### src/rtl/mult_pkg.sv
// Shared constants and state type for the sequential multiplier and its
// neighbours in the HI/LO datapath (divider wrapper, write-back mux).
package mult_pkg;

  localparam int MULT_WIDTH   = 32;
  localparam int MULT_CNT_W   = 6;
  localparam int PROD_W       = 2 * MULT_WIDTH;
  localparam int MULT_LATENCY = MULT_WIDTH + 1;

  typedef enum logic [1:0] {
    IDLE = 2'd0,
    CALC = 2'd1,
    FIX  = 2'd2
  } mult_state_e;

endpackage

### src/rtl/mult_seq_if.sv
// Start/busy handshake and HI/LO result bus of the multiplier. The CPU side
// drives the request (master); the multiplier answers (slave).
interface mult_seq_if
  import mult_pkg::*;
#(
  parameter int WIDTH = MULT_WIDTH
);

  logic [WIDTH-1:0] a;
  logic [WIDTH-1:0] b;
  logic             is_signed;
  logic             start;
  logic [WIDTH-1:0] hi;
  logic [WIDTH-1:0] lo;
  logic             busy;

  modport master (
    output a, b, is_signed, start,
    input  hi, lo, busy
  );

  modport slave (
    input  a, b, is_signed, start,
    output hi, lo, busy
  );

endinterface

### src/rtl/mult_seq_multu_core.sv
// Unsigned radix-2 shift-add engine: one multiplier bit per step, the partial
// sum enters at the top of the accumulator and everything shifts right.
module multu_core
  import mult_pkg::*;
#(
  parameter int WIDTH = MULT_WIDTH,
  parameter int CNT_W = MULT_CNT_W
) (
  input  logic               clock,
  input  logic               reset,
  input  logic               load_i,
  input  logic               step_i,
  input  logic [WIDTH-1:0]   mag_a_i,
  input  logic [WIDTH-1:0]   mag_b_i,
  output logic [2*WIDTH-1:0] acc_o,
  output logic               last_o
);

  logic [2*WIDTH-1:0] acc_q, acc_d;
  logic [WIDTH-1:0]   ma_q;
  logic [WIDTH-1:0]   mb_q;
  logic [CNT_W-1:0]   cnt_q;
  logic [WIDTH:0]     sum;

  // One iteration: conditional add into the upper WIDTH+1 bits (carry kept), then shift right
  always_comb begin
    sum   = {1'b0, acc_q[2*WIDTH-1:WIDTH]} + (mb_q[0] ? {1'b0, ma_q} : '0);
    acc_d = {sum, acc_q[WIDTH-1:1]};
  end

  // Operand/accumulator/counter state; load clears, each step consumes one multiplier bit
  always_ff @(posedge clock or negedge reset) begin
    if (!reset) begin
      acc_q <= '0;
      ma_q  <= '0;
      mb_q  <= '0;
      cnt_q <= '0;
    end else if (load_i) begin
      acc_q <= '0;
      ma_q  <= mag_a_i;
      mb_q  <= mag_b_i;
      cnt_q <= '0;
    end else if (step_i) begin
      acc_q <= acc_d;
      mb_q  <= mb_q >> 1;
      cnt_q <= cnt_q + CNT_W'(1);
    end
  end

  // The step taken while the counter shows WIDTH-1 is the final one
  assign last_o = (cnt_q == CNT_W'(WIDTH - 1));
  assign acc_o  = acc_q;

endmodule

### src/rtl/mult_seq.sv
// Signed/unsigned sequential multiplier: converts operands to magnitudes,
// runs the unsigned core for WIDTH cycles, then applies the sign in FIX.
module mult_seq
  import mult_pkg::*;
#(
  parameter int WIDTH = MULT_WIDTH,
  parameter int CNT_W = MULT_CNT_W
) (
  input  logic       clock,
  input  logic       reset,
  mult_seq_if.slave  bus
);

  mult_state_e        state_q, state_d;
  logic               neg_q;
  logic [WIDTH-1:0]   hi_q, lo_q;
  logic               load, step, wr;
  logic               last;
  logic [WIDTH-1:0]   mag_a, mag_b;
  logic               neg_d;
  logic [2*WIDTH-1:0] acc;
  logic [2*WIDTH-1:0] prod;

  // Magnitudes are unsigned WIDTH-bit values, so -0x80000000 stays 0x80000000 (2^31)
  always_comb begin
    mag_a = (bus.is_signed & bus.a[WIDTH-1]) ? -bus.a : bus.a;
    mag_b = (bus.is_signed & bus.b[WIDTH-1]) ? -bus.b : bus.b;
    neg_d = bus.is_signed & (bus.a[WIDTH-1] ^ bus.b[WIDTH-1]);
    prod  = neg_q ? -acc : acc;
  end

  multu_core #(
    .WIDTH (WIDTH),
    .CNT_W (CNT_W)
  ) u_core (
    .clock   (clock),
    .reset   (reset),
    .load_i  (load),
    .step_i  (step),
    .mag_a_i (mag_a),
    .mag_b_i (mag_b),
    .acc_o   (acc),
    .last_o  (last)
  );

  // Sequencing: start only accepted in IDLE, so requests during CALC/FIX are ignored
  always_comb begin
    state_d = state_q;
    load    = 1'b0;
    step    = 1'b0;
    wr      = 1'b0;
    case (state_q)
      IDLE: begin
        if (bus.start) begin
          load    = 1'b1;
          state_d = CALC;
        end
      end
      CALC: begin
        step = 1'b1;
        if (last) state_d = FIX;
      end
      FIX: begin
        wr      = 1'b1;
        state_d = IDLE;
      end
      default: state_d = IDLE;
    endcase
  end

  // State, latched sign and HI/LO; results only written in FIX so they are never partial
  always_ff @(posedge clock or negedge reset) begin
    if (!reset) begin
      state_q <= IDLE;
      neg_q   <= 1'b0;
      hi_q    <= '0;
      lo_q    <= '0;
    end else begin
      state_q <= state_d;
      if (load) neg_q <= neg_d;
      if (wr) {hi_q, lo_q} <= prod;
    end
  end

  assign bus.busy = (state_q != IDLE);
  assign bus.hi   = hi_q;
  assign bus.lo   = lo_q;

endmodule

### src/flat_wrapper.sv
// flat-port wrapper written by rule: the top's interface ports become plain ports
module mult_seq_flat import mult_pkg::*;
#(
  parameter int WIDTH = MULT_WIDTH,
  parameter int CNT_W = MULT_CNT_W
)
  (clock, reset, bus_a, bus_b, bus_is_signed, bus_start, bus_hi, bus_lo, bus_busy);
  mult_seq_if #(.WIDTH(WIDTH)) bus_i ();
  input  logic clock;
  input  logic reset;
  input wire logic [$bits(bus_i.a)-1:0] bus_a;
  input wire logic [$bits(bus_i.b)-1:0] bus_b;
  input wire logic [$bits(bus_i.is_signed)-1:0] bus_is_signed;
  input wire logic [$bits(bus_i.start)-1:0] bus_start;
  output wire logic [$bits(bus_i.hi)-1:0] bus_hi;
  output wire logic [$bits(bus_i.lo)-1:0] bus_lo;
  output wire logic [$bits(bus_i.busy)-1:0] bus_busy;
  assign bus_i.a = bus_a;
  assign bus_i.b = bus_b;
  assign bus_i.is_signed = bus_is_signed;
  assign bus_i.start = bus_start;
  assign bus_hi = bus_i.hi;
  assign bus_lo = bus_i.lo;
  assign bus_busy = bus_i.busy;
  mult_seq #(.WIDTH(WIDTH), .CNT_W(CNT_W)) u_core (.clock(clock), .reset(reset), .bus(bus_i));
endmodule
### config.mk
export PLATFORM = sky130hd
export DESIGN_NAME = mult_seq_flat
export DESIGN_NICKNAME = d
export VERILOG_FILES = /design/src/rtl/mult_pkg.sv /design/src/rtl/mult_seq_if.sv /design/src/rtl/mult_seq_multu_core.sv /design/src/rtl/mult_seq.sv /design/src/flat_wrapper.sv
export SDC_FILE = /design/constraint.sdc
export NUM_CORES = 1
export LEC_CHECK = 0
export ABC_AREA = 1
export BUFFER_PORTS_ARGS = -buffer_cell sky130_fd_sc_hd__buf_2
export CAP_MARGIN = 10
export CORE_MARGIN = 4
export CORE_UTILIZATION = 53
export CTS_BUF_LIST = sky130_fd_sc_hd__clkbuf_4 sky130_fd_sc_hd__clkbuf_8
export DETAILED_ROUTE_END_ITERATION = 12
export PLACE_DENSITY = 0.7
export RECOVER_POWER = 50
export SYNTH_ARGS = -nofsm -noshare
export SYNTH_HDL_FRONTEND = slang
export SYNTH_HIERARCHICAL = 1
export SYNTH_SLANG_ARGS = --single-unit
### constraint.sdc
create_clock -name clock -period 6.8 [get_ports clock]
set_clock_uncertainty 0.05 [all_clocks]
set_input_delay 0.34 -clock clock [delete_from_list [all_inputs] [get_ports clock]]
set_output_delay 0.34 -clock clock [all_outputs]
set_load 0.03 [all_outputs]
Word level (Yosys, flattened, before mapping)
Index checks and enable logic that the tools add are counted.

Bits in registers: 201. Output and inout bits: 65. Logic and storage cells: 43. Input bits: 68.

Mux-type cells: 17. Add/sub/neg operators: 5. Bitwise operators: 4. Equal/unequal tests: 5. Reductions and logical operators: 4.

Operators by type and width (count): $mux 64 (3); $mux 32 (5); $neg 32->32 (2); $neg 64->64 (1); $add 32x33->33 (1); $mux 6 (2); $add 6x1->6 const B (1); $eq 6x5->1 const B (1); $mux 1 (4); $mux 2 (2); $pmux 2 s2 (1); $reduce_bool 2->1 (2); $and 1x1->1 (3); $eq 2x1->1 const B (1); $eq 2x2->1 const B (1); $logic_not 2->1 (1); $ne 2x1->1 const B (1); $ne 2x2->1 const B (1); $reduce_and 2->1 (1); $xor 1x1->1 (1).

Logic depth before layout (Yosys ltp)
Gate-level depths: netlist of the first run.

Depth after elaboration: 4. Depth in mapped cells: 18. Mapped depth without buffers: 16.

Modules after synthesis
Netlist of the first run, hierarchy kept.

By module, submodules not included: multu_core (cells an instance 1135, instances 1, area an instance 7893.8 µm²); mult_seq (cells an instance 1103, instances 1, area an instance 6560.0 µm²).

Worst setup path before layout of the first run
Ideal clock, no wire load.

Path type: register -> register. Start point: reg u_core.u_core.mb_q[0]. End point: reg u_core.u_core.acc_q[59], in the netlist u_core/u_core/acc_o[59]. Required time: 6633 ps. Clock period less this slack: 2366 ps. Arrival: 2199 ps. Buffers on the path: 2. Stages on the path, launching flop included: 18. Path slack: 4434 ps. Cell sequence: dfrtp_1 clkbuf_1 clkbuf_1 nand2_1 inv_1 ha_1 inv_1 fa_1 inv_1 nand3_1 nand3_1 nand3_1 nand3_1 nand2_1 nand2_1 nand2_1 nand3_1 nand2_1.

Longest elaborated chain between the ends: 4.

Ends and longest elaborated chain: start: declaration (RTL line mult_seq_multu_core.sv:21) `logic [WIDTH-1:0] mb_q;`; start signal: assignment (RTL line mult_seq_multu_core.sv:41) `mb_q <= mag_b_i;`; start signal: assignment (RTL line mult_seq_multu_core.sv:45) `mb_q <= mb_q >> 1;`; $mux 32 (RTL line mult_seq_multu_core.sv:27) `sum = {1'b0, acc_q[2*WIDTH-1:WIDTH]} + (mb_q[0] ? {1'b0, ma_q} : '0);`; $add 32x33->33 (RTL line mult_seq_multu_core.sv:27); $mux 64 (RTL line mult_seq_multu_core.sv:43) `end else if (step_i) begin`; $mux 64 (RTL line mult_seq_multu_core.sv:38) `end else if (load_i) begin`; end signal: assignment (RTL line mult_seq_multu_core.sv:34) `acc_q <= '0;`; end signal: assignment (RTL line mult_seq_multu_core.sv:39) `acc_q <= '0;`; end signal: assignment (RTL line mult_seq_multu_core.sv:44) `acc_q <= acc_d;`; end: declaration (RTL line mult_seq_multu_core.sv:19) `logic [2*WIDTH-1:0] acc_q, acc_d;`.

Every way passes these cells. The select of a mux whose other input is x is not followed. A chain may end at the register's enable or synchronous reset.

Worst setup path in the final report of the first run
Start point: reg u_core.neg_q. End point: reg u_core.lo_q[29], in the netlist u_core/bus.lo[29].

Longest elaborated chain between the ends: 1.

Ends and longest elaborated chain: start: declaration (RTL line mult_seq.sv:15) `logic neg_q;`; start signal: assignment (RTL line mult_seq.sv:80) `if (load) neg_q <= neg_d;`; $mux 64 (RTL line mult_seq.sv:29) `prod = neg_q ? -acc : acc;`; end signal: assignment (RTL line mult_seq.sv:81) `if (wr) {hi_q, lo_q} <= prod;`; end: declaration (RTL line mult_seq.sv:16) `logic [WIDTH-1:0] hi_q, lo_q;`.

Every way passes these cells.

==> flow_results.xml, run 1 <==
<?xml version="1.0" encoding="UTF-8"?>
<metrics>
  <group name="power_and_ir_drop">
    <metric name="p_leak" unit="nW">9.34</metric>
    <metric name="power_density" unit="nW/µm²">158</metric>
    <metric name="ir_worst_vdd" unit="V">0.000102</metric>
  </group>
  <group name="route">
    <metric name="drtPass1Iterations" unit="">6</metric>
    <metric name="viasPerCell" unit="">5.17</metric>
    <metric name="drt-total-wl" unit="µm">39100</metric>
    <metric name="ant_nets" unit="">0</metric>
    <metric name="drtIter0Drc" unit="">1120</metric>
    <metric name="route.detailed.drc" unit="">0</metric>
    <metric name="post_drt_wl_per_cell" unit="µm">14.4</metric>
    <metric name="dr_total_vias" unit="">14038</metric>
  </group>
  <group name="yosys">
    <metric name="synth_async_sr_flop_share" unit="">1.00</metric>
    <metric name="main_flop_type_after_synthesis" unit="">dfrtp_1</metric>
    <metric name="synth_area_per_cell" unit="µm²">6.46</metric>
    <metric name="netlist.area_leader.share" unit="">0.348</metric>
    <metric name="synthTopCellsByArea" unit="">dfrtp_1 35%, nand2_1 22%, inv_1 7.5%</metric>
    <metric name="synth_cell_type_count" unit="">43</metric>
    <metric name="synthDominantAreaCellType" unit="">dfrtp_1</metric>
    <metric name="postSynthRegisterBits" unit="">201</metric>
    <metric name="synth-seq-area-share" unit="">0.348</metric>
    <metric name="post_synth_instance_area" unit="µm²">14500</metric>
    <metric name="netlist_instances" unit="">2238</metric>
    <metric name="synth_nets" unit="">2343</metric>
    <metric name="yosys_warnings" unit="">6</metric>
    <metric name="number_of_enable_type_register_cells_in_the_synthesized_netlist" unit="">0</metric>
  </group>
  <group name="sta">
    <metric name="final_hold_viol_count" unit="">0</metric>
    <metric name="min_period_over_period" unit="">0.644</metric>
    <metric name="worstMarginPinSlew" unit="ns">2.93</metric>
    <metric name="setup_total_negative_slack" unit="ns">0</metric>
    <metric name="timing.fmax" unit="MHz">228</metric>
    <metric name="post-route-min-period" unit="ns">4.38</metric>
    <metric name="relSlewSlack" unit="">-0.955</metric>
    <metric name="rsz0062_at_grt" unit="">no</metric>
    <metric name="finalSetupViolations" unit="">0</metric>
    <metric name="final_max_slew_viol_count" unit="">267</metric>
  </group>
  <group name="critical_path">
    <metric name="worstSetupStartpointType" unit="">register</metric>
    <metric name="crit_buf_inv" unit="">1</metric>
    <metric name="worst-r2r-setup-slack" unit="ns">2.42</metric>
    <metric name="cp_max_fo" unit="">67</metric>
    <metric name="cp_peak_stage_delay" unit="ns">2.04</metric>
    <metric name="critPathCaptureType" unit="">register</metric>
    <metric name="worstSetupPathType" unit="">register to register</metric>
    <metric name="r2r_start" unit="">u_core/neg_q</metric>
    <metric name="reg2regPathDepth" unit="">5</metric>
    <metric name="worst_path_dominant_cell_family" unit="">buffers and inverters</metric>
    <metric name="critical_path.cell_chain" unit="">clkbuf_1, o21ai_0, or2_1, nand3_1, nand2_1</metric>
    <metric name="critPathArrivalTime" unit="ns">4.73</metric>
    <metric name="worstReg2RegEnd" unit="">u_core/bus.lo[29]</metric>
    <metric name="critPathRequiredTime" unit="ns">7.16</metric>
    <metric name="slowest_stage" unit="">clkbuf_1</metric>
  </group>
  <group name="grt">
    <metric name="grt_first_pass_wirelength" unit="µm">64500</metric>
    <metric name="gr-usage-all-layers" unit="">0.256</metric>
    <metric name="antenna_found_initial" unit="">0</metric>
    <metric name="grt_pass1_vias" unit="">13057</metric>
    <metric name="use_met2" unit="">0.402</metric>
    <metric name="met1_track_usage_gr" unit="">0.371</metric>
    <metric name="grt_util_met3" unit="">0.0332</metric>
    <metric name="largest_net_degree_at_the_start_of_global_routing" unit="">123</metric>
    <metric name="grt_busiest_layer" unit="">met2</metric>
    <metric name="grt_overflow_total" unit="">0</metric>
  </group>
  <group name="clock_network">
    <metric name="clock_tree.buffer_depth" unit="">3</metric>
    <metric name="post_cts.repair.setup_buffers" unit="">0</metric>
    <metric name="clk-insertion-delay-late" unit="ns">0.52</metric>
    <metric name="cts.htree.levels" unit="">2</metric>
    <metric name="cts-buffers-inserted" unit="">35</metric>
    <metric name="tritoncts" unit="">yes</metric>
    <metric name="numClockSinks" unit="">201</metric>
    <metric name="clk_pin_slew" unit="ns">0.06</metric>
    <metric name="ctsRootBufferMaster" unit="">clkbuf_8</metric>
    <metric name="cts.repair.resized" unit="">0</metric>
  </group>
  <group name="finish">
    <metric name="final_net_count" unit="">2458</metric>
    <metric name="ff_latch_area" unit="µm²">5030</metric>
    <metric name="area_occupied_by_multi_input_gates" unit="µm²">8040</metric>
    <metric name="final_layout_size_suffix_gt1_frac" unit="">0.0859</metric>
    <metric name="insertedDiodeCount" unit="">0</metric>
    <metric name="finish.instance_area" unit="µm²">16000</metric>
    <metric name="area_delta_synth_final" unit="%">10.9</metric>
    <metric name="fillers" unit="">2737</metric>
  </group>
  <group name="die">
    <metric name="core_area" unit="µm²">26900</metric>
    <metric name="rows" unit="">60</metric>
    <metric name="die_area" unit="µm²">30000</metric>
    <metric name="floorplan.die.width" unit="µm">173</metric>
    <metric name="die_y" unit="µm">173</metric>
    <metric name="design.portCount" unit="">133</metric>
    <metric name="initial_core_utilization" unit="">0.538</metric>
  </group>
  <group name="placement">
    <metric name="io_buffers" unit="">132</metric>
    <metric name="gpl.final_weighted_congestion" unit="">0.962</metric>
    <metric name="hpwl" unit="µm">30200</metric>
    <metric name="postPlaceCellArea" unit="µm²">15400</metric>
  </group>
  <group name="outcome">
    <metric name="run_status" unit="">finished, violations left</metric>
    <metric name="violations" unit="">capacitance limit, slew limit</metric>
  </group>
  <group name="hold_path">
    <metric name="worst_hold_path_type" unit="">primary input to register</metric>
    <metric name="holdCritStartpoint" unit="">bus_b[0]</metric>
    <metric name="whs_path_depth" unit="">3</metric>
    <metric name="holdPathEnd" unit="">u_core/u_core/mb_q[0]</metric>
  </group>
  <group name="job">
    <metric name="number_of_violations_of_the_max_capacitance_limit" unit="">3</metric>
  </group>
</metrics>
## sequential cells by signal, indices dropped and copies added (netlist names)
| register | flops |
|---|---|
| u_core/u_core/acc_o | 64 |
| u_core/bus.hi | 32 |
| u_core/bus.lo | 32 |
| u_core/u_core/ma_q | 32 |
| u_core/u_core/mb_q | 32 |
| u_core/u_core/cnt_q | 6 |
| u_core/state_q | 2 |
| u_core/neg_q | 1 |
## per-stage QoR
| step | std cells | power [W] | utilization | setup WS (ns) | hold WS, ns |
|---|---|---|---|---|---|
| floorplan | 2238 | 0.00129 | - | 4.43 | -0.00559 |
| global placement | 2655 | 0.00136 | 0.572 | 4.00 | 0.405 |
| detailed placement | 2655 | 0.00136 | 0.572 | 3.94 | 0.409 |
| CTS | 2717 | 0.00256 | 0.601 | 3.92 | 0.0148 |
| global route | 2717 | 0.00263 | 0.596 | 2.12 | 0.0300 |
| finish | 2717 | 0.00253 | 0.596 | 2.42 | 0.0413 |
## cell usage after synthesis, types with 2 or more instances
cell type and count:
nor2_4 4, o21ai_1 12, nand3_2 7, nor3_1 17, nand2_1 841, buf_2 19
o21ai_4 2, buf_1 13, o21ai_2 3, or2_1 4, clkbuf_1 33, a21oi_2 3
nand3b_1 16, dfrtp_1 201, inv_2 5, a21oi_1 34, inv_1 288, xor2_1 55
nand2_2 19, nor2_8 2, nand3_1 199, ha_1 36, o21ai_0 75, o22ai_1 34
nor2_2 16, o211ai_1 2, nor2_1 230, xnor2_1 30, nand4_1 19, o21bai_4 2
a22oi_1 2, o21bai_1 3, nand3_4 2
## what timing repair did
action / CTS / global route
setup endpoints to repair: 0 / 0
hold endpoints to repair: 122 / 0
hold buffers: 2 / 0
## layout make-up
class | count | share of cell area
well taps | 341 | 0.0266
multi-input cells | 1677 | 0.501
clock buffers | 54 | 0.0421
clock inverters | 6 | 0.00554
repair buffers | 144 | 0.0416
flip-flops and latches | 201 | 0.314
inverters | 294 | 0.0688
## cell usage in the layout (no fill, tap or decap), types with 16 or more instances in the layout
cell type and n:
nand2_2 18, nor2_2 17, ha_1 36, xor2_1 55, o21ai_0 77, nor2_1 228
nand3_1 199, dfrtp_1 200, nand4_1 19, clkbuf_1 67, clkbuf_8 43, o22ai_1 34
buf_2 66, a21oi_1 34, nand2_1 842, nor3_1 17, xnor2_1 30, inv_1 287
nand3b_1 16
## kinds of logic after synthesis
group,share of synthesized area
xor+xnor,0.0515
compound gates,0.0716
flops,0.348
simple gates,0.401
fa+ha+maj,0.0325
buf+inv,0.0957
## power by group
part	internal, W	leakage (nW)	switching (W)
registers	0.00120	2.79	0
clock network	0.000708	0.402	0.000487
logic	0.0000450	6.15	0.0000925
total	0.00195	9.34	0.000580
## layer usage
metal | vias to the layer above | share of wire | wire length [µm]
met5 | - | 0 | 0
met4 | 0 | 0.026 | 1030
met3 | 65 | 0.060 | 2350
met2 | 452 | 0.44 | 17100
met1 | 6306 | 0.48 | 18600
li1 | 7215 | - | -
## worst max-delay path by stage
| stage | to | start | cells after the start | slack, ns |
|---|---|---|---|---|
| 2_1_floorplan | u_core/u_core/acc_o[59] | u_core/u_core/mb_q[0] | 17 | 4.43 |
| 3_3_place_gp | u_core/u_core/acc_o[59] | u_core/u_core/mb_q[0] | 15 | 4.00 |
| 5_1_grt | u_core/bus.lo[29] | u_core/neg_q | 5 | 2.12 |
| 6_report | u_core/bus.lo[29] | u_core/neg_q | 5 | 2.42 |
| 3_5_place_dp | u_core/u_core/cnt_q[4] | bus_start | 9 | 3.94 |
| 4_1_cts | u_core/u_core/acc_o[51] | u_core/u_core/mb_q[0] | 15 | 3.92 |
## worst min-delay path, cell delays in order
cell     delay, ns
buf_2         0.11
nand2_1       0.06
nand3_1       0.07
Note: power is estimated with default switching activity, not from simulation.
==> run 2: changes to the inputs <==
==> constraint.sdc (replaced) <==
create_clock -name clock -period 4.1 [get_ports clock]
set_clock_uncertainty 0.05 [all_clocks]
set_input_delay 0.205 -clock clock [delete_from_list [all_inputs] [get_ports clock]]
set_output_delay 0.205 -clock clock [all_outputs]
set_load 0.03 [all_outputs]
==> run 2 against run 1 <==
  * The run still ends with capacitance limit, slew limit left
  * Sequential power increased by 65%
  * Setup slack got worse by 1.2 ns
  * Final cell count increased by 1.6%
  * Flip-flop and latch count unchanged
  * Wire length increased by 1.2%
  * Highest routed layer unchanged
==> flow_results.xml, run 2 (synthesis results as in run 1) <==
<?xml version="1.0" encoding="UTF-8"?>
<metrics>
  <group name="power_and_ir_drop">
    <metric name="combinationalPowerShare" unit="">0.061</metric>
    <metric name="ir_worst_vdd" unit="V">0.000157</metric>
    <metric name="power.net_switching" unit="W">0.000988</metric>
    <metric name="p_leak" unit="nW">9.52</metric>
    <metric name="power_frac_seq" unit="">0.473</metric>
    <metric name="internal-power" unit="W">0.00321</metric>
    <metric name="power.total" unit="W">0.00420</metric>
    <metric name="power.switching_fraction" unit="">0.235</metric>
    <metric name="power.share.clock" unit="">0.466</metric>
    <metric name="power_density" unit="nW/µm²">255</metric>
  </group>
  <group name="sta">
    <metric name="relSlewSlack" unit="">-0.692</metric>
    <metric name="worstMarginPinSlew" unit="ns">2.54</metric>
    <metric name="setup_total_negative_slack" unit="ns">0</metric>
    <metric name="final_hold_viol_count" unit="">0</metric>
    <metric name="finalSetupViolations" unit="">0</metric>
    <metric name="rsz0062_at_grt" unit="">no</metric>
    <metric name="timing.fmax" unit="MHz">350</metric>
    <metric name="min_period_over_period" unit="">0.698</metric>
    <metric name="final_max_slew_viol_count" unit="">104</metric>
    <metric name="post-route-min-period" unit="ns">2.86</metric>
  </group>
  <group name="clock_network">
    <metric name="clock_tree.buffer_depth" unit="">3</metric>
    <metric name="clk_pin_slew" unit="ns">0.06</metric>
    <metric name="ctsRootBufferMaster" unit="">clkbuf_8</metric>
    <metric name="clk-insertion-delay-late" unit="ns">0.52</metric>
    <metric name="ctsHoldBuffers" unit="">40</metric>
    <metric name="cts-buffers-inserted" unit="">35</metric>
    <metric name="cts.htree.levels" unit="">2</metric>
    <metric name="numClockSinks" unit="">201</metric>
    <metric name="tritoncts" unit="">yes</metric>
    <metric name="cts.repair.resized" unit="">0</metric>
    <metric name="post_cts.repair.setup_buffers" unit="">0</metric>
  </group>
  <group name="critical_path">
    <metric name="critPathCaptureType" unit="">async pin</metric>
    <metric name="critical_path.cell_chain" unit="">dlygate4sd3_1, clkbuf_2, clkbuf_2</metric>
    <metric name="slowest_stage" unit="">clkbuf_2</metric>
    <metric name="worstSetupPathType" unit="">primary input to async pin</metric>
    <metric name="worstSetupStartpointType" unit="">primary input</metric>
    <metric name="critPathArrivalTime" unit="ns">3.39</metric>
    <metric name="critPathRequiredTime" unit="ns">4.63</metric>
    <metric name="cp_peak_stage_delay" unit="ns">1.78</metric>
    <metric name="timing.critical_path.mode_cell" unit="">clkbuf_2</metric>
    <metric name="cp_max_fo" unit="">103</metric>
  </group>
  <group name="finish">
    <metric name="largest_reg_flops" unit="">64</metric>
    <metric name="area_delta_synth_final" unit="%">13.8</metric>
    <metric name="final_net_count" unit="">2501</metric>
    <metric name="insertedDiodeCount" unit="">0</metric>
    <metric name="final_common_cell" unit="">nand2_1</metric>
    <metric name="layout_common_cells" unit="">841 x nand2_1, 287 x inv_1, 228 x nor2_1, 200 x dfrtp_1, 199 x nand3_1</metric>
    <metric name="final_layout_size_suffix_gt1_frac" unit="">0.0884</metric>
  </group>
  <group name="route">
    <metric name="post_drt_wl_per_cell" unit="µm">14.3</metric>
    <metric name="dr_total_vias" unit="">14278</metric>
    <metric name="drtPass1Iterations" unit="">7</metric>
    <metric name="ant_nets" unit="">0</metric>
    <metric name="viasPerCell" unit="">5.17</metric>
    <metric name="drt-total-wl" unit="µm">39500</metric>
    <metric name="route.detailed.drc" unit="">0</metric>
    <metric name="drtIter0Drc" unit="">1010</metric>
  </group>
  <group name="grt">
    <metric name="grt_overflow_total" unit="">0</metric>
    <metric name="grt_pass1_vias" unit="">13591</metric>
    <metric name="largest_net_degree_at_the_start_of_global_routing" unit="">104</metric>
    <metric name="antenna_found_initial" unit="">0</metric>
    <metric name="gr-usage-all-layers" unit="">0.258</metric>
    <metric name="grt_first_pass_wirelength" unit="µm">65400</metric>
  </group>
  <group name="die">
    <metric name="core_area" unit="µm²">26900</metric>
    <metric name="design.portCount" unit="">133</metric>
    <metric name="die_area" unit="µm²">30000</metric>
    <metric name="rows" unit="">60</metric>
    <metric name="die_y" unit="µm">173</metric>
    <metric name="initial_core_utilization" unit="">0.538</metric>
    <metric name="floorplan.die.width" unit="µm">173</metric>
  </group>
  <group name="placement">
    <metric name="io_buffers" unit="">132</metric>
    <metric name="gpl.final_weighted_congestion" unit="">0.922</metric>
    <metric name="hpwl" unit="µm">30200</metric>
  </group>
  <group name="outcome">
    <metric name="violations" unit="">capacitance limit, slew limit</metric>
    <metric name="run_status" unit="">finished, violations left</metric>
  </group>
  <group name="hold_path">
    <metric name="worst_hold_path_type" unit="">primary input to register</metric>
  </group>
  <group name="job">
    <metric name="number_of_violations_of_the_max_capacitance_limit" unit="">1</metric>
  </group>
</metrics>
-- run 2: critical path, delay by kind of cell --
family	cells	cell delay (ns)
buf+inv	3	3.13
-- run 2: worst paths after layout --
| path | cells after the start | to | slack [ns] | start |
|---|---|---|---|---|
| max | 3 | u_core/u_core/mb_q[22] | 1.24 | reset |
| min | 4 | u_core/u_core/mb_q[7] | 0.02 | bus_b[7] |
| max reg2reg | 16 | u_core/u_core/acc_o[59] | 1.51 | u_core/u_core/mb_q[0] |
| min reg2reg | 2 | u_core/u_core/ma_q[6] | 0.42 | u_core/u_core/ma_q[6] |
| max in group clock | 16 | u_core/u_core/acc_o[59] | 1.51 | u_core/u_core/mb_q[0] |
| min in group asynchronous | 2 | u_core/bus.lo[7] | 0.95 | reset |
-- run 2: metrics by stage --
step | hold WS, ns | instance area, µm² | setup WS (ns) | cells | util
4_1_cts | 0.000437 | 16500 | 1.54 | 2761 | 0.616
3_5_place_dp | 0.303 | 15400 | 1.56 | 2660 | 0.573
5_1_grt | 0.0405 | 16400 | 0.647 | 2761 | 0.612
3_3_place_gp | 0.300 | 15400 | 1.62 | 2660 | 0.573
2_1_floorplan | -0.141 | 14500 | 1.73 | 2238 | -
6_report | 0.0214 | 16400 | 1.24 | 2761 | 0.612
-- run 2: metal layers --
layer  track usage  wire (µm)
met4        0.0788       1140
met3        0.0345       2260
met5             0          0
met1         0.358      18500
met2         0.423      17700
-- run 2: area by class of cell --
| cell class | count | area, µm² |
|---|---|---|
| multi-input combinational | 1677 | 8050 |
| fill | 2621 | 10400 |
| clock inverter | 9 | 115 |
| clock buffer | 52 | 634 |
| inverter | 294 | 1100 |
| sequential | 201 | 5030 |
| timing repair buffer | 187 | 1090 |
| tap | 341 | 427 |
-- run 2: power by group through the flow --
| stage | Combinational [W] | Sequential (W) | Clock [W] |
|---|---|---|---|
| after floorplan | 0.000112 | 0.00202 | 0 |
| after global placement | 0.000228 | 0.00202 | 0 |
| after detailed placement | 0.000231 | 0.00202 | 0 |
| after CTS | 0.000260 | 0.00198 | 0.00201 |
| after global routing | 0.000292 | 0.00198 | 0.00210 |
| final | 0.000258 | 0.00198 | 0.00196 |
==> run 3: changes to the inputs <==
--- a/config.mk
+++ b/config.mk
@@ -5,14 +5,14 @@
 export SDC_FILE = /design/constraint.sdc
 export NUM_CORES = 1
 export LEC_CHECK = 0
-export ABC_AREA = 1
+export ABC_AREA = 0
 export BUFFER_PORTS_ARGS = -buffer_cell sky130_fd_sc_hd__buf_2
 export CAP_MARGIN = 10
 export CORE_MARGIN = 4
 export CORE_UTILIZATION = 53
 export CTS_BUF_LIST = sky130_fd_sc_hd__clkbuf_4 sky130_fd_sc_hd__clkbuf_8
 export DETAILED_ROUTE_END_ITERATION = 12
-export PLACE_DENSITY = 0.7
+export PLACE_DENSITY = 0.74
 export RECOVER_POWER = 50
 export SYNTH_ARGS = -nofsm -noshare
 export SYNTH_HDL_FRONTEND = slang
==> constraint.sdc (replaced) <==
create_clock -name clock -period 2.5 [get_ports clock]
set_clock_uncertainty 0.05 [all_clocks]
set_input_delay 0.125 -clock clock [delete_from_list [all_inputs] [get_ports clock]]
set_output_delay 0.125 -clock clock [all_outputs]
set_load 0.03 [all_outputs]
==> run 3 against run 2 <==
  * Register-to-register slack got worse by 1.7 ns
  * Largest cell class unchanged
  * Critical path depth rose by 9
  * Die area fell by 13%
  * Final cell count down 26%
  * Count of clock-buffer cells in the layout is 1 higher
  * Area after synthesis is 13% lower
  * Sequential share of layout area down 0.68 points
  * The flow finishes with violations (capacitance limit, slew limit, setup timing)
  * Total power increased to 4.0 times the previous value
  * Synthesized cell count shrank 39%
  * Non-clock buffer count is 180 higher
==> flow_results.xml, run 3 <==
<?xml version="1.0" encoding="UTF-8"?>
<metrics>
  <group name="outcome">
    <metric name="run_status" unit="">finished, violations left</metric>
    <metric name="violations" unit="">capacitance limit, slew limit, setup timing</metric>
  </group>
  <group name="critical_path">
    <metric name="crit_buf_inv" unit="">2</metric>
    <metric name="worst_path_dominant_cell_family" unit="">compound AO/OA/AOI/OAI gates</metric>
    <metric name="worstSetupStartpointType" unit="">register</metric>
    <metric name="critPathArrivalTime" unit="ns">3.07</metric>
    <metric name="cp_peak_stage_delay" unit="ns">0.38</metric>
    <metric name="slowest_stage" unit="">dfrtp_1</metric>
    <metric name="cp-startpoint" unit="">u_core/u_core/mb_q[0]</metric>
    <metric name="path_depth" unit="">12</metric>
    <metric name="reg2regPathDepth" unit="">12</metric>
    <metric name="critPathRequiredTime" unit="ns">2.91</metric>
    <metric name="cp_max_fo" unit="">5</metric>
    <metric name="r2r_start" unit="">u_core/u_core/mb_q[0]</metric>
    <metric name="worstSetupPathType" unit="">register to register</metric>
    <metric name="critPathCaptureType" unit="">register</metric>
    <metric name="critical_path.cell_chain" unit="">and2_4, ha_4, inv_2, fa_2, and2b_1, o211ai_2, a31o_4, buf_6, o21ai_4, o21ai_2, a2111oi_2, nand3b_1</metric>
  </group>
  <group name="clock_network">
    <metric name="clk-insertion-delay-late" unit="ns">0.53</metric>
    <metric name="ctsRootBufferMaster" unit="">clkbuf_8</metric>
    <metric name="clk_pin_slew" unit="ns">0.06</metric>
    <metric name="cts-buffers-inserted" unit="">35</metric>
    <metric name="tritoncts" unit="">yes</metric>
    <metric name="cts.htree.levels" unit="">2</metric>
    <metric name="clock_tree.buffer_depth" unit="">3</metric>
    <metric name="numClockSinks" unit="">201</metric>
  </group>
  <group name="route">
    <metric name="post_drt_wl_per_cell" unit="µm">16.7</metric>
    <metric name="drt-total-wl" unit="µm">34000</metric>
    <metric name="route.detailed.drc" unit="">0</metric>
    <metric name="drtIter0Drc" unit="">799</metric>
    <metric name="drtPass1Iterations" unit="">5</metric>
    <metric name="ant_nets" unit="">0</metric>
    <metric name="dr_total_vias" unit="">11388</metric>
    <metric name="viasPerCell" unit="">5.60</metric>
  </group>
  <group name="grt">
    <metric name="antenna_found_initial" unit="">0</metric>
    <metric name="gr-usage-all-layers" unit="">0.249</metric>
    <metric name="grt_first_pass_wirelength" unit="µm">54600</metric>
    <metric name="grt_pass1_vias" unit="">10976</metric>
    <metric name="largest_net_degree_at_the_start_of_global_routing" unit="">84</metric>
    <metric name="grt_overflow_total" unit="">0</metric>
  </group>
  <group name="yosys">
    <metric name="synth-seq-area-share" unit="">0.400</metric>
    <metric name="netlist.area_leader.share" unit="">0.400</metric>
    <metric name="synth_nets" unit="">1470</metric>
    <metric name="main_flop_type_after_synthesis" unit="">dfrtp_1</metric>
    <metric name="synth_commonest_cells" unit="">201 x dfrtp_1, 162 x nand2_1, 142 x o21ai_0</metric>
    <metric name="synthMostInstantiatedCell" unit="">dfrtp_1</metric>
    <metric name="synthTopCellsByArea" unit="">dfrtp_1 40%, xor2_1 7.0%, mux2i_1 5.7%</metric>
    <metric name="post_synth_instance_area" unit="µm²">12600</metric>
    <metric name="synth_async_sr_flop_share" unit="">1.00</metric>
    <metric name="number_of_enable_type_register_cells_in_the_synthesized_netlist" unit="">0</metric>
    <metric name="synth_area_per_cell" unit="µm²">9.20</metric>
    <metric name="yosys_warnings" unit="">6</metric>
    <metric name="postSynthRegisterBits" unit="">201</metric>
    <metric name="synthDominantAreaCellType" unit="">dfrtp_1</metric>
    <metric name="synth_cell_type_count" unit="">70</metric>
    <metric name="netlist_instances" unit="">1365</metric>
  </group>
  <group name="power_and_ir_drop">
    <metric name="power_density" unit="nW/µm²">1000</metric>
    <metric name="p_leak" unit="nW">8.03</metric>
    <metric name="ir_worst_vdd" unit="V">0.000481</metric>
  </group>
  <group name="finish">
    <metric name="final_net_count" unit="">1796</metric>
    <metric name="area_delta_synth_final" unit="%">34.0</metric>
    <metric name="final_common_cell" unit="">dfrtp_1</metric>
    <metric name="finish.instance_area" unit="µm²">16800</metric>
    <metric name="insertedDiodeCount" unit="">0</metric>
    <metric name="layoutNonFillerInstCount" unit="">2033</metric>
    <metric name="largest_reg_flops" unit="">64</metric>
    <metric name="final_layout_size_suffix_gt1_frac" unit="">0.296</metric>
    <metric name="layout_common_cells" unit="">198 x dfrtp_1, 161 x buf_4, 157 x nand2_1, 124 x o21ai_0, 109 x buf_2</metric>
  </group>
  <group name="sta">
    <metric name="final_max_slew_viol_count" unit="">84</metric>
    <metric name="rsz0062_at_grt" unit="">yes</metric>
    <metric name="final_hold_viol_count" unit="">0</metric>
    <metric name="hold_ws" unit="ns">0.00608</metric>
    <metric name="timing.fmax" unit="MHz">375</metric>
    <metric name="relSlewSlack" unit="">-0.385</metric>
    <metric name="min_period_over_period" unit="">1.07</metric>
    <metric name="worstMarginPinSlew" unit="ns">2.08</metric>
    <metric name="post-route-min-period" unit="ns">2.66</metric>
    <metric name="finalWorstSetupSlack" unit="ns">-0.164</metric>
    <metric name="finalSetupViolations" unit="">14</metric>
  </group>
  <group name="die">
    <metric name="core_area" unit="µm²">23400</metric>
    <metric name="design.portCount" unit="">133</metric>
    <metric name="floorplan.die.width" unit="µm">162</metric>
    <metric name="rows" unit="">56</metric>
    <metric name="die_area" unit="µm²">26200</metric>
    <metric name="initial_core_utilization" unit="">0.537</metric>
    <metric name="die_y" unit="µm">162</metric>
  </group>
  <group name="placement">
    <metric name="gpl.final_weighted_congestion" unit="">0.917</metric>
    <metric name="io_buffers" unit="">132</metric>
    <metric name="post-place-cells" unit="">1895</metric>
    <metric name="postPlaceCellArea" unit="µm²">14600</metric>
    <metric name="hpwl" unit="µm">23900</metric>
  </group>
  <group name="hold_path">
    <metric name="whs_path_depth" unit="">4</metric>
    <metric name="worst_hold_path_type" unit="">primary input to register</metric>
    <metric name="holdCritStartpoint" unit="">bus_b[17]</metric>
  </group>
  <group name="job">
    <metric name="number_of_violations_of_the_max_capacitance_limit" unit="">1</metric>
  </group>
</metrics>
run 3: changes by cell type in the layout (fill, tap and decap cells not counted), moves of 72 or more:
cell     delta
nand2_1   -684
inv_1     -266
nand3_1   -180
buf_4     +148
nor2_1    -141
mux2i_1    +72
run 3: worst register-to-register path: stages (launching register included):
cell and delay [ns]:
dfrtp_1 0.38, and2_4 0.16, ha_4 0.12, inv_2 0.03, fa_2 0.33, and2b_1 0.23, o211ai_2 0.12, a31o_4 0.26
buf_6 0.12, o21ai_4 0.19, o21ai_2 0.11, a2111oi_2 0.33, nand3b_1 0.16
run 3: per-stage QoR:
step / setup slack, ns / total power (W) / util / TNS, ns
2_1_floorplan: -0.245 / 0.00925 / - / -1.12
3_3_place_gp: -0.127 / 0.0121 / 0.622 / -1.07
3_5_place_dp: -0.204 / 0.0123 / 0.622 / -2.86
4_1_cts: -0.146 / 0.0159 / 0.693 / -0.646
5_1_grt: -0.302 / 0.0179 / 0.719 / -16.20
6_report: -0.164 / 0.0168 / 0.719 / -1.10
run 3: cell families (layout without fill, tap and decap cells):
| logic type | Yosys count | in the layout | synth area share |
|---|---|---|---|
| XOR/XNOR | 146 | 146 | 0.102 |
| multiplexers | 104 | 104 | 0.0861 |
| adder cells (fa/ha/maj) | 37 | 37 | 0.0375 |
| flip-flops | 201 | 201 | 0.400 |
| AO/OA/AOI/OAI | 331 | 331 | 0.164 |
| AND/OR/NAND/NOR | 444 | 444 | 0.179 |
| buffers and inverters | 102 | 451 | 0.0315 |
run 3: report_power, final:
group	internal (W)	switching [W]
Sequential	0.00404	0.000836
Clock	0.00177	0.00133
Combinational	0.00435	0.00450
Total	0.0102	0.00666
run 3: final timing paths:
path	slack [ns]	endpoint
max in group asynchronous	0.19	u_core/bus.lo[1]
max	-0.16	u_core/u_core/acc_o[59]
min in group asynchronous	0.67	u_core/u_core/acc_o[17]
min	0.006	u_core/u_core/mb_q[17]
min reg2reg	0.42	u_core/bus.lo[20]
max reg2reg	-0.16	u_core/u_core/acc_o[59]
run 3: cell type report:
cell class,instances,area (µm²)
Multi-Input combinational cell,1062,7940
Fill cell,1794,6570
Timing Repair Buffer,367,2640
Clock inverter,7,66.3
Sequential cell,201,5030
Tap cell,319,399
Clock buffer,53,654
Inverter,24,95.1
run 3: metal layers:
metal | global-route usage | up-vias | wire [µm]
met1 | 0.348 | 5450 | 15300
met4 | 0.0584 | 0 | 648
met2 | 0.412 | 333 | 16200
met3 | 0.0414 | 49 | 1890
met5 | 0 | - | 0
li1 | - | 5556 | -
run 3: what timing repair did:
item,in CTS,in global routing
pin swaps,19,40
hold buffers,61,0
gates resized for setup,52,107
endpoints found under the hold margin,136,0
endpoints found under the setup margin,35,67
setup buffers,8,13
